<file path="config.mk">
export PLATFORM = sky130hd
export DESIGN_NAME = memory_port
export DESIGN_NICKNAME = d
export VERILOG_FILES = /design/src/rtl/memory_port.sv
export SDC_FILE = /design/constraint.sdc
export NUM_CORES = 1
export LEC_CHECK = 0
export BUFFER_PORTS_ARGS = -buffer_cell sky130_fd_sc_hd__buf_2
export CORE_MARGIN = 2
export CORE_UTILIZATION = 43
export CTS_BUF_LIST = sky130_fd_sc_hd__clkbuf_8
export DETAILED_ROUTE_END_ITERATION = 8
export PLACE_DENSITY = 0.7
export SLEW_MARGIN = 5
export SYNTH_ARGS = -nofsm -noshare
export SYNTH_HDL_FRONTEND = slang
export SYNTH_SLANG_ARGS = --single-unit
</file>
<file path="constraint.sdc">
create_clock -name CLK -period 2.8 [get_ports CLK]
set_clock_uncertainty 0.1 [all_clocks]
set_input_delay 0.14 -clock CLK [delete_from_list [all_inputs] [get_ports CLK]]
set_output_delay 0.14 -clock CLK [all_outputs]
set_load 0.01 [all_outputs]
</file>
<file path="src/rtl/memory_port.sv">
// Memory-side responder: turns one peek/poke request at a time into
// accesses on a synchronous single-port RAM and returns the word read
// (pre-write contents for a poke) on the response channel.
module memory_port #(
  parameter int unsigned ADDR_WIDTH   = 16,
  parameter int unsigned DATA_WIDTH   = 32,
  parameter int unsigned READ_LATENCY = 1
) (
  input  logic                  CLK,
  input  logic                  RST,
  input  logic                  MEM_SEND_ADDR_VALID,
  input  logic [31:0]           MEM_SEND_ADDR,
  input  logic                  MEM_SEND_DATA_VALID,
  input  logic [31:0]           MEM_SEND_DATA,
  output logic                  MEM_SEND_READY,
  output logic                  MEM_RECEIVE_VALID,
  output logic [31:0]           MEM_RECEIVE_DATA,
  input  logic                  MEM_RECEIVE_READY,
  output logic                  RAM_EN,
  output logic                  RAM_WE,
  output logic [ADDR_WIDTH-1:0] RAM_ADDR,
  output logic [DATA_WIDTH-1:0] RAM_WDATA,
  input  logic [DATA_WIDTH-1:0] RAM_RDATA
);

  localparam int unsigned CNT_W = 3;

  localparam logic [2:0] ST_IDLE  = 3'd0;
  localparam logic [2:0] ST_READ  = 3'd1;
  localparam logic [2:0] ST_WAIT  = 3'd2;
  localparam logic [2:0] ST_WRITE = 3'd3;
  localparam logic [2:0] ST_RESP  = 3'd4;

  logic [2:0]            state_q,      state_d;
  logic [ADDR_WIDTH-1:0] addr_q,       addr_d;
  logic [DATA_WIDTH-1:0] wbuf_q,       wbuf_d;
  logic                  is_poke_q,    is_poke_d;
  logic [CNT_W-1:0]      cnt_q,        cnt_d;
  logic                  send_ready_q, send_ready_d;
  logic                  recv_valid_q, recv_valid_d;
  logic [31:0]           recv_data_q,  recv_data_d;
  logic                  ram_en_q,     ram_en_d;
  logic                  ram_we_q,     ram_we_d;
  logic [ADDR_WIDTH-1:0] ram_addr_q,   ram_addr_d;
  logic [DATA_WIDTH-1:0] ram_wdata_q,  ram_wdata_d;

  // Upper request address bits are deliberately dropped (address wrap).
  logic unused_addr_hi;
  assign unused_addr_hi = ^MEM_SEND_ADDR[31:ADDR_WIDTH];

  // State and output registers; every output comes straight from a flop.
  always_ff @(posedge CLK or negedge RST) begin
    if (!RST) begin
      state_q      <= ST_IDLE;
      addr_q       <= '0;
      wbuf_q       <= '0;
      is_poke_q    <= 1'b0;
      cnt_q        <= '0;
      send_ready_q <= 1'b0;
      recv_valid_q <= 1'b0;
      recv_data_q  <= '0;
      ram_en_q     <= 1'b0;
      ram_we_q     <= 1'b0;
      ram_addr_q   <= '0;
      ram_wdata_q  <= '0;
    end else begin
      state_q      <= state_d;
      addr_q       <= addr_d;
      wbuf_q       <= wbuf_d;
      is_poke_q    <= is_poke_d;
      cnt_q        <= cnt_d;
      send_ready_q <= send_ready_d;
      recv_valid_q <= recv_valid_d;
      recv_data_q  <= recv_data_d;
      ram_en_q     <= ram_en_d;
      ram_we_q     <= ram_we_d;
      ram_addr_q   <= ram_addr_d;
      ram_wdata_q  <= ram_wdata_d;
    end
  end

  // Next-state and next-output logic; RAM strobes are single-cycle pulses.
  always_comb begin
    state_d      = state_q;
    addr_d       = addr_q;
    wbuf_d       = wbuf_q;
    is_poke_d    = is_poke_q;
    cnt_d        = cnt_q;
    send_ready_d = send_ready_q;
    recv_valid_d = recv_valid_q;
    recv_data_d  = recv_data_q;
    ram_en_d     = 1'b0;
    ram_we_d     = 1'b0;
    ram_addr_d   = ram_addr_q;
    ram_wdata_d  = ram_wdata_q;

    case (state_q)
      ST_IDLE: begin
        send_ready_d = 1'b1;
        // Only an advertised READY counts as an accept; DATA_VALID alone is ignored.
        if (MEM_SEND_ADDR_VALID && send_ready_q) begin
          addr_d       = MEM_SEND_ADDR[ADDR_WIDTH-1:0];
          wbuf_d       = DATA_WIDTH'(MEM_SEND_DATA);
          is_poke_d    = MEM_SEND_DATA_VALID;
          send_ready_d = 1'b0;
          ram_en_d     = 1'b1;
          ram_we_d     = 1'b0;
          ram_addr_d   = MEM_SEND_ADDR[ADDR_WIDTH-1:0];
          state_d      = ST_READ;
        end
      end

      ST_READ: begin
        // Read strobe is on the bus this cycle; start the latency countdown.
        cnt_d   = CNT_W'(READ_LATENCY);
        state_d = ST_WAIT;
      end

      ST_WAIT: begin
        if (cnt_q == CNT_W'(1)) begin
          recv_data_d = 32'(RAM_RDATA);
          if (is_poke_q) begin
            // Write the new word before responding so later peeks see it.
            ram_en_d    = 1'b1;
            ram_we_d    = 1'b1;
            ram_addr_d  = addr_q;
            ram_wdata_d = wbuf_q;
            state_d     = ST_WRITE;
          end else begin
            recv_valid_d = 1'b1;
            state_d      = ST_RESP;
          end
        end else begin
          cnt_d = cnt_q - CNT_W'(1);
        end
      end

      ST_WRITE: begin
        recv_valid_d = 1'b1;
        state_d      = ST_RESP;
      end

      ST_RESP: begin
        // Response data is held until the consumer takes it.
        if (MEM_RECEIVE_READY) begin
          recv_valid_d = 1'b0;
          send_ready_d = 1'b1;
          state_d      = ST_IDLE;
        end
      end

      default: begin
        send_ready_d = 1'b0;
        recv_valid_d = 1'b0;
        state_d      = ST_IDLE;
      end
    endcase
  end

  assign MEM_SEND_READY    = send_ready_q;
  assign MEM_RECEIVE_VALID = recv_valid_q;
  assign MEM_RECEIVE_DATA  = recv_data_q;
  assign RAM_EN            = ram_en_q;
  assign RAM_WE            = ram_we_q;
  assign RAM_ADDR          = ram_addr_q;
  assign RAM_WDATA         = ram_wdata_q;

endmodule

</file>
**After elaboration in Yosys (flattened, before gate mapping)**

Cells that the tools add are included.
Widths: inputs -> output; s select.

- Register bits: 139
- Latch bits: 0
- Memory bits (writable): 0
- Memory bits (read-only): 0
- Bits of input ports: 101
- Output and inout bits: 84
- Logic and storage cells: 63
- Memories: 0

- $add $sub $neg: 1
- Multipliers: 0
- Divide/modulo/power cells: 0
- Magnitude comparators: 0
- Eq/ne operators: 11
- Shift-type cells: 0
- Mux-type cells: 23
- Bitwise logic cells: 2
- Reductions and logical operators: 14

Operators with widths:

| cell | count |
|---|---|
| $mux 16 | 3 |
| $pmux 16 s2 | 1 |
| $mux 3 | 5 |
| $pmux 3 s5 | 1 |
| $ne 2x2->1 const B | 6 |
| $mux 1 | 9 |
| $reduce_and 2->1 | 4 |
| $reduce_and 4->1 | 2 |
| $eq 3x1->1 const B | 2 |
| $eq 3x2->1 const B | 2 |
| $pmux 3 s2 | 1 |
| $reduce_and 3->1 | 2 |
| $pmux 1 s4 | 1 |
| $reduce_bool 2->1 | 2 |
| $eq 3x3->1 const B | 1 |
| $logic_not 3->1 | 1 |
| $pmux 1 s3 | 1 |
| $reduce_or 3->1 | 1 |
| $sub 3x1->3 const B | 1 |
| $not 1->1 | 2 |
| $pmux 1 s2 | 1 |
| $reduce_or 2->1 | 1 |
| $logic_and 1x1->1 | 1 |

**Logic depth before layout (Yosys ltp)**

- Depth in word-level cells: 4
- Gate-level depth with buffers: 8
- Gate-level depth less buffers: 6

**Worst setup path before layout**

No wires, ideal clock.

- Path type: register -> register
- From: register state_q[0]
- To: register addr_q[7]
- Arrival time: 1.628 ns
- Data required time: 2.575 ns
- Path slack: 0.947 ns
- Cell stages (with the launch flop): 7
- Buffers on the path: 3
- Path through: dfrtp_1 buf_2 or2_4 nor3_4 buf_4 buf_4 mux2_2

- Longest elaborated chain between the ends: 2

RTL lines:

| element | line | source |
|---|---|---|
| start, declared | 34 | `logic [2:0] state_q, state_d;` |
| start signal, assigned | 67 | `state_q <= state_d;` |
| $logic_not 3->1 | 97 | `case (state_q)` |
| $reduce_and 2->1 (no source line) | n/a |  |
| end signal, assigned | 68 | `addr_q <= addr_d;` |
| end, declared | 35 | `logic [ADDR_WIDTH-1:0] addr_q, addr_d;` |

Every way passes these cells.
A chain may end at the register's enable or synchronous reset.

**Worst setup path in the final report**

- From: register state_q[0]
- To: register wbuf_q[19]

- Longest elaborated chain between the ends: 2

RTL lines:

| element | line | source |
|---|---|---|
| $logic_not 3->1 | 97 |  |
| $reduce_and 2->1 (no source line) | n/a |  |
| end signal, assigned | 69 | `wbuf_q <= wbuf_d;` |
| end, declared | 36 | `logic [DATA_WIDTH-1:0] wbuf_q, wbuf_d;` |

Every way passes these cells.

==> run summary <==
OUTCOME
------------------------------------------------------------------------------------
Result of the run                                                       finished clean

FINISH
------------------------------------------------------------------------------------
Final Net Count                                                                  728
FILL cells                                                                       953
Most used cells in the layout excluding fill and tap cells              sky130_fd_sc_hd__buf_2, sky130_fd_sc_hd__dfrtp_1, sky130_fd_sc_hd__mux2_2
Most common cell after layout, fill and taps aside                      sky130_fd_sc_hd__buf_2
Number of cells in the finished layout apart from fillers                        808
Post-Route Utilization                                                         62.1%
Combined area of the multi-input logic cells                               1890 um^2
Antenna diodes                                                                     0
Storage element area                                                       3480 um^2
Area growth syn-to-layout                                                      41.2%
Proportion of layout cells with a drive suffix above 1                         52.7%

CLOCK NETWORK
------------------------------------------------------------------------------------
TritonCTS clock tree                                                             yes
CTS Root Buffer Type                                                    sky130_fd_sc_hd__clkbuf_8
CTS clk-pin slew, worst paths                                                0.07 ns
Clock latency reported for the late side of the worst-skew pair              0.43 ns
Post-CTS setup buffer count                                                        0
TritonCTS Sinks                                                                  139
Total CTS buffers                                                                 17
Number of levels the H-tree was split into                                         4
Maximum count of clock buffers along a single path                                 2

PWR
------------------------------------------------------------------------------------
Portion of total power attributed to sequential cells                          41.7%
Share of power burned in the clock network                                     19.3%
Internal cell power                                                          5.75 mW
Static leakage power                                                         3.60 nW
Sw Share                                                                       32.5%
Combinational share of power                                                   39.0%
Worst-case vdd ir drop                                                      0.581 mV
Sw Pwr                                                                       2.77 mW
Power density over the cells                                            1090 nW/um^2

CRITICAL PATH
------------------------------------------------------------------------------------
Worst R2R Path Depth                                                               4
Destination of the worst register-to-register timing path                 wbuf_q[19]
Setup crit end kind                                                         register
Required time of the worst setup path                                        3.02 ns
Maximum fanout along the worst path                                               19
Capture point of the worst path                                           wbuf_q[19]
Slack of the worst reg-to-reg path                                           0.62 ns
Crit path arrival time                                                       2.40 ns
CP Launch Point                                                           state_q[0]
Startpoint of the worst register-to-register path                         state_q[0]
Critical path class                                                       reg -> reg
Type of origin of the critical path                                         register

TIMING
------------------------------------------------------------------------------------
Final period util                                                              77.9%
Unrepaired setup endpoints after global routing                                false
Fin worst setup slack                                                       0.618 ns
Max Fclk                                                                     458 MHz
Time the worst path needs with I/O delays and setup                          2.18 ns
Pins Over Slew Limit                                                               0
Rel. slew slack                                                                52.1%
Final setup fails                                                                  0
Final-layout setup total negative slack                                         0 ns
Hold Slack                                                                  0.142 ns
Slew of the pin with the lowest slew margin                                 0.718 ns
Endpoints failing hold                                                             0

ROUTE
------------------------------------------------------------------------------------
Count of antenna-violating nets left after detailed routing                        0
Number of design rule violations left after detail routing                         0
Vias/cell                                                                       4.80
Vias                                                                            3877
Wirelength, routed                                                          12200 um
Iter 0 DRT Violations                                                            163
First drt pass iteration count                                                     4
Drt wl/cell                                                                  15.2 um

PLACEMENT
------------------------------------------------------------------------------------
Worst slack at placement                                                    0.634 ns
Placed wire-length estimate after detailed placement                         7290 um
Last weighted congestion value of the routability-driven placer                0.720
Buffers added on ports                                                           168
Post-Place Cells                                                                 695

SYNTHESIS
------------------------------------------------------------------------------------
Number of register bits inferred by synthesis                                    139
Nets in the synthesized netlist                                                  470
Number of synthesis warnings                                                       0
Mean area per synthesized cell                                             15.1 um^2
Share of flip-flops with an asynchronous set or reset after synthesis           100%
Ranking of synthesized cells by area                                    sky130_fd_sc_hd__dfrtp_1, sky130_fd_sc_hd__mux2_2, sky130_fd_sc_hd__mux2i_1
Post-Synthesis Cell Area                                                   5530 um^2
Synthesized instance count                                                       367
Ys flop type                                                            sky130_fd_sc_hd__dfrtp_1
Number of synthesized flops with an enable pin                                     0
Library cell with the largest summed area after synthesis               sky130_fd_sc_hd__dfrtp_1
Part of the Yosys area used for sequential elements                            62.9%
Number of distinct library cells after synthesis                                  32
Fraction of synthesized cell area taken by the top area cell type              62.9%

GLOBAL ROUTING
------------------------------------------------------------------------------------
Number of global-route vias before repair                                       4209
First-pass GRT wire length                                                  20700 um
Overall routing resource usage                                                 18.7%
Remaining global-route overflow                                                    0
Antenna violations before repair                                                   0
Pin count of the biggest net entering global routing                              78

FLOORPLAN
------------------------------------------------------------------------------------
IO Pins                                                                          185
Core area                                                                 12600 um^2
Number of rows created at floorplan                                               41
Initial core utilization                                                       44.0%
Die X-Extent                                                                  117 um
Full die area                                                             13800 um^2
DIE HEIGHT                                                                    117 um

RUN
------------------------------------------------------------------------------------
Total of max-cap violations                                                        0

MIN PATH
------------------------------------------------------------------------------------
Type of the tightest min-delay check                                       in -> reg

## power groups by stage
stage | Combinational [mW] | Clock [mW] | Sequential [mW]
floorplan | 1.93 | 0 | 3.78
global placement | 3.15 | 0 | 3.51
detailed placement | 3.25 | 0 | 3.57
CTS | 3.35 | 1.71 | 3.54
global route | 3.63 | 1.78 | 3.69
finish | 3.32 | 1.64 | 3.55
## metrics by stage
| stage | cell area (um^2) | total power [mW] |
|---|---|---|
| after floorplan | 5530 | 5.71 |
| after global placement | 6580 | 6.66 |
| after detailed placement | 6580 | 6.83 |
| after CTS | 7810 | 8.59 |
| after global routing | 7810 | 9.10 |
| final | 7810 | 8.52 |
## logic make-up after synthesis
logic type | share of synthesized area [%]
flip-flops | 62.9
adder cells (fa/ha/maj) | 0.452
AO/OA/AOI/OAI | 3.85
multiplexers | 26.1
AND/OR/NAND/NOR | 3.80
buffers and inverters | 2.90
## worst min-delay path by stage
stage,to,cells after the start,from,slack [ns]
2_1_floorplan,MEM_RECEIVE_DATA[0],0,RST,-0.26
3_3_place_gp,wbuf_q[19],1,RST,0.11
3_5_place_dp,wbuf_q[19],1,RST,0.13
4_1_cts,addr_q[11],4,MEM_SEND_ADDR_VALID,0.1
5_1_grt,addr_q[9],4,MEM_SEND_ADDR_VALID,0.13
6_report,addr_q[11],4,MEM_SEND_ADDR_VALID,0.14
## routing by layer
metal / wire [um] / share of wire [%] / vias up / global-route usage, %
li1: - / - / 1819 / -
met1: 5130 / 42 / 1924 / 22.1
met2: 6220 / 51 / 114 / 31.8
met3: 657 / 5.4 / 20 / 5.20
met4: 240 / 2.0 / 0 / 8.13
met5: 0 / 0 / - / 0
## registers in the layout, indices dropped and copies added, names as in the netlist, 3 cells and up
name	count
state_q	3
RAM_WDATA	32
RAM_ADDR	16
wbuf_q	32
addr_q	16
MEM_RECEIVE_DATA	32
cnt_q	3
## critical path: stages, from the launching register on
cell                      delay [ns]
sky130_fd_sc_hd__dfrtp_1        0.53
sky130_fd_sc_hd__or2_4          0.34
sky130_fd_sc_hd__nor3_4         0.34
sky130_fd_sc_hd__buf_4          0.37
sky130_fd_sc_hd__mux2_2         0.38
## area by class of cell
class / instances / share of cell area (%)
repair buffers: 262 / 23.0
multi-input cells: 199 / 24.2
well taps: 172 / 2.76
inverters: 6 / 0.288
clock buffers: 20 / 3.53
flip-flops and latches: 139 / 44.6
clock inverters: 10 / 1.60
## synthesized netlist by cell type, types with 2 or more instances
master	number
sky130_fd_sc_hd__nor3_1	16
sky130_fd_sc_hd__ha_1	2
sky130_fd_sc_hd__dfrtp_1	139
sky130_fd_sc_hd__nand2_1	5
sky130_fd_sc_hd__clkbuf_1	3
sky130_fd_sc_hd__o22ai_1	2
sky130_fd_sc_hd__nor2_1	2
sky130_fd_sc_hd__a21oi_2	9
sky130_fd_sc_hd__a21oi_1	11
sky130_fd_sc_hd__buf_6	3
sky130_fd_sc_hd__buf_4	3
sky130_fd_sc_hd__mux2_2	113
sky130_fd_sc_hd__o21ai_0	5
sky130_fd_sc_hd__nor3_4	2
sky130_fd_sc_hd__buf_2	14
sky130_fd_sc_hd__inv_1	6
sky130_fd_sc_hd__nand2b_1	2
sky130_fd_sc_hd__mux2i_1	16
## repair_timing
item                                   4_1_cts  5_1_grt
hold buffers                                83        0
resized for setup                            0        0
endpoints found under the hold margin      175        0
(Power assumes the default switching activity.)
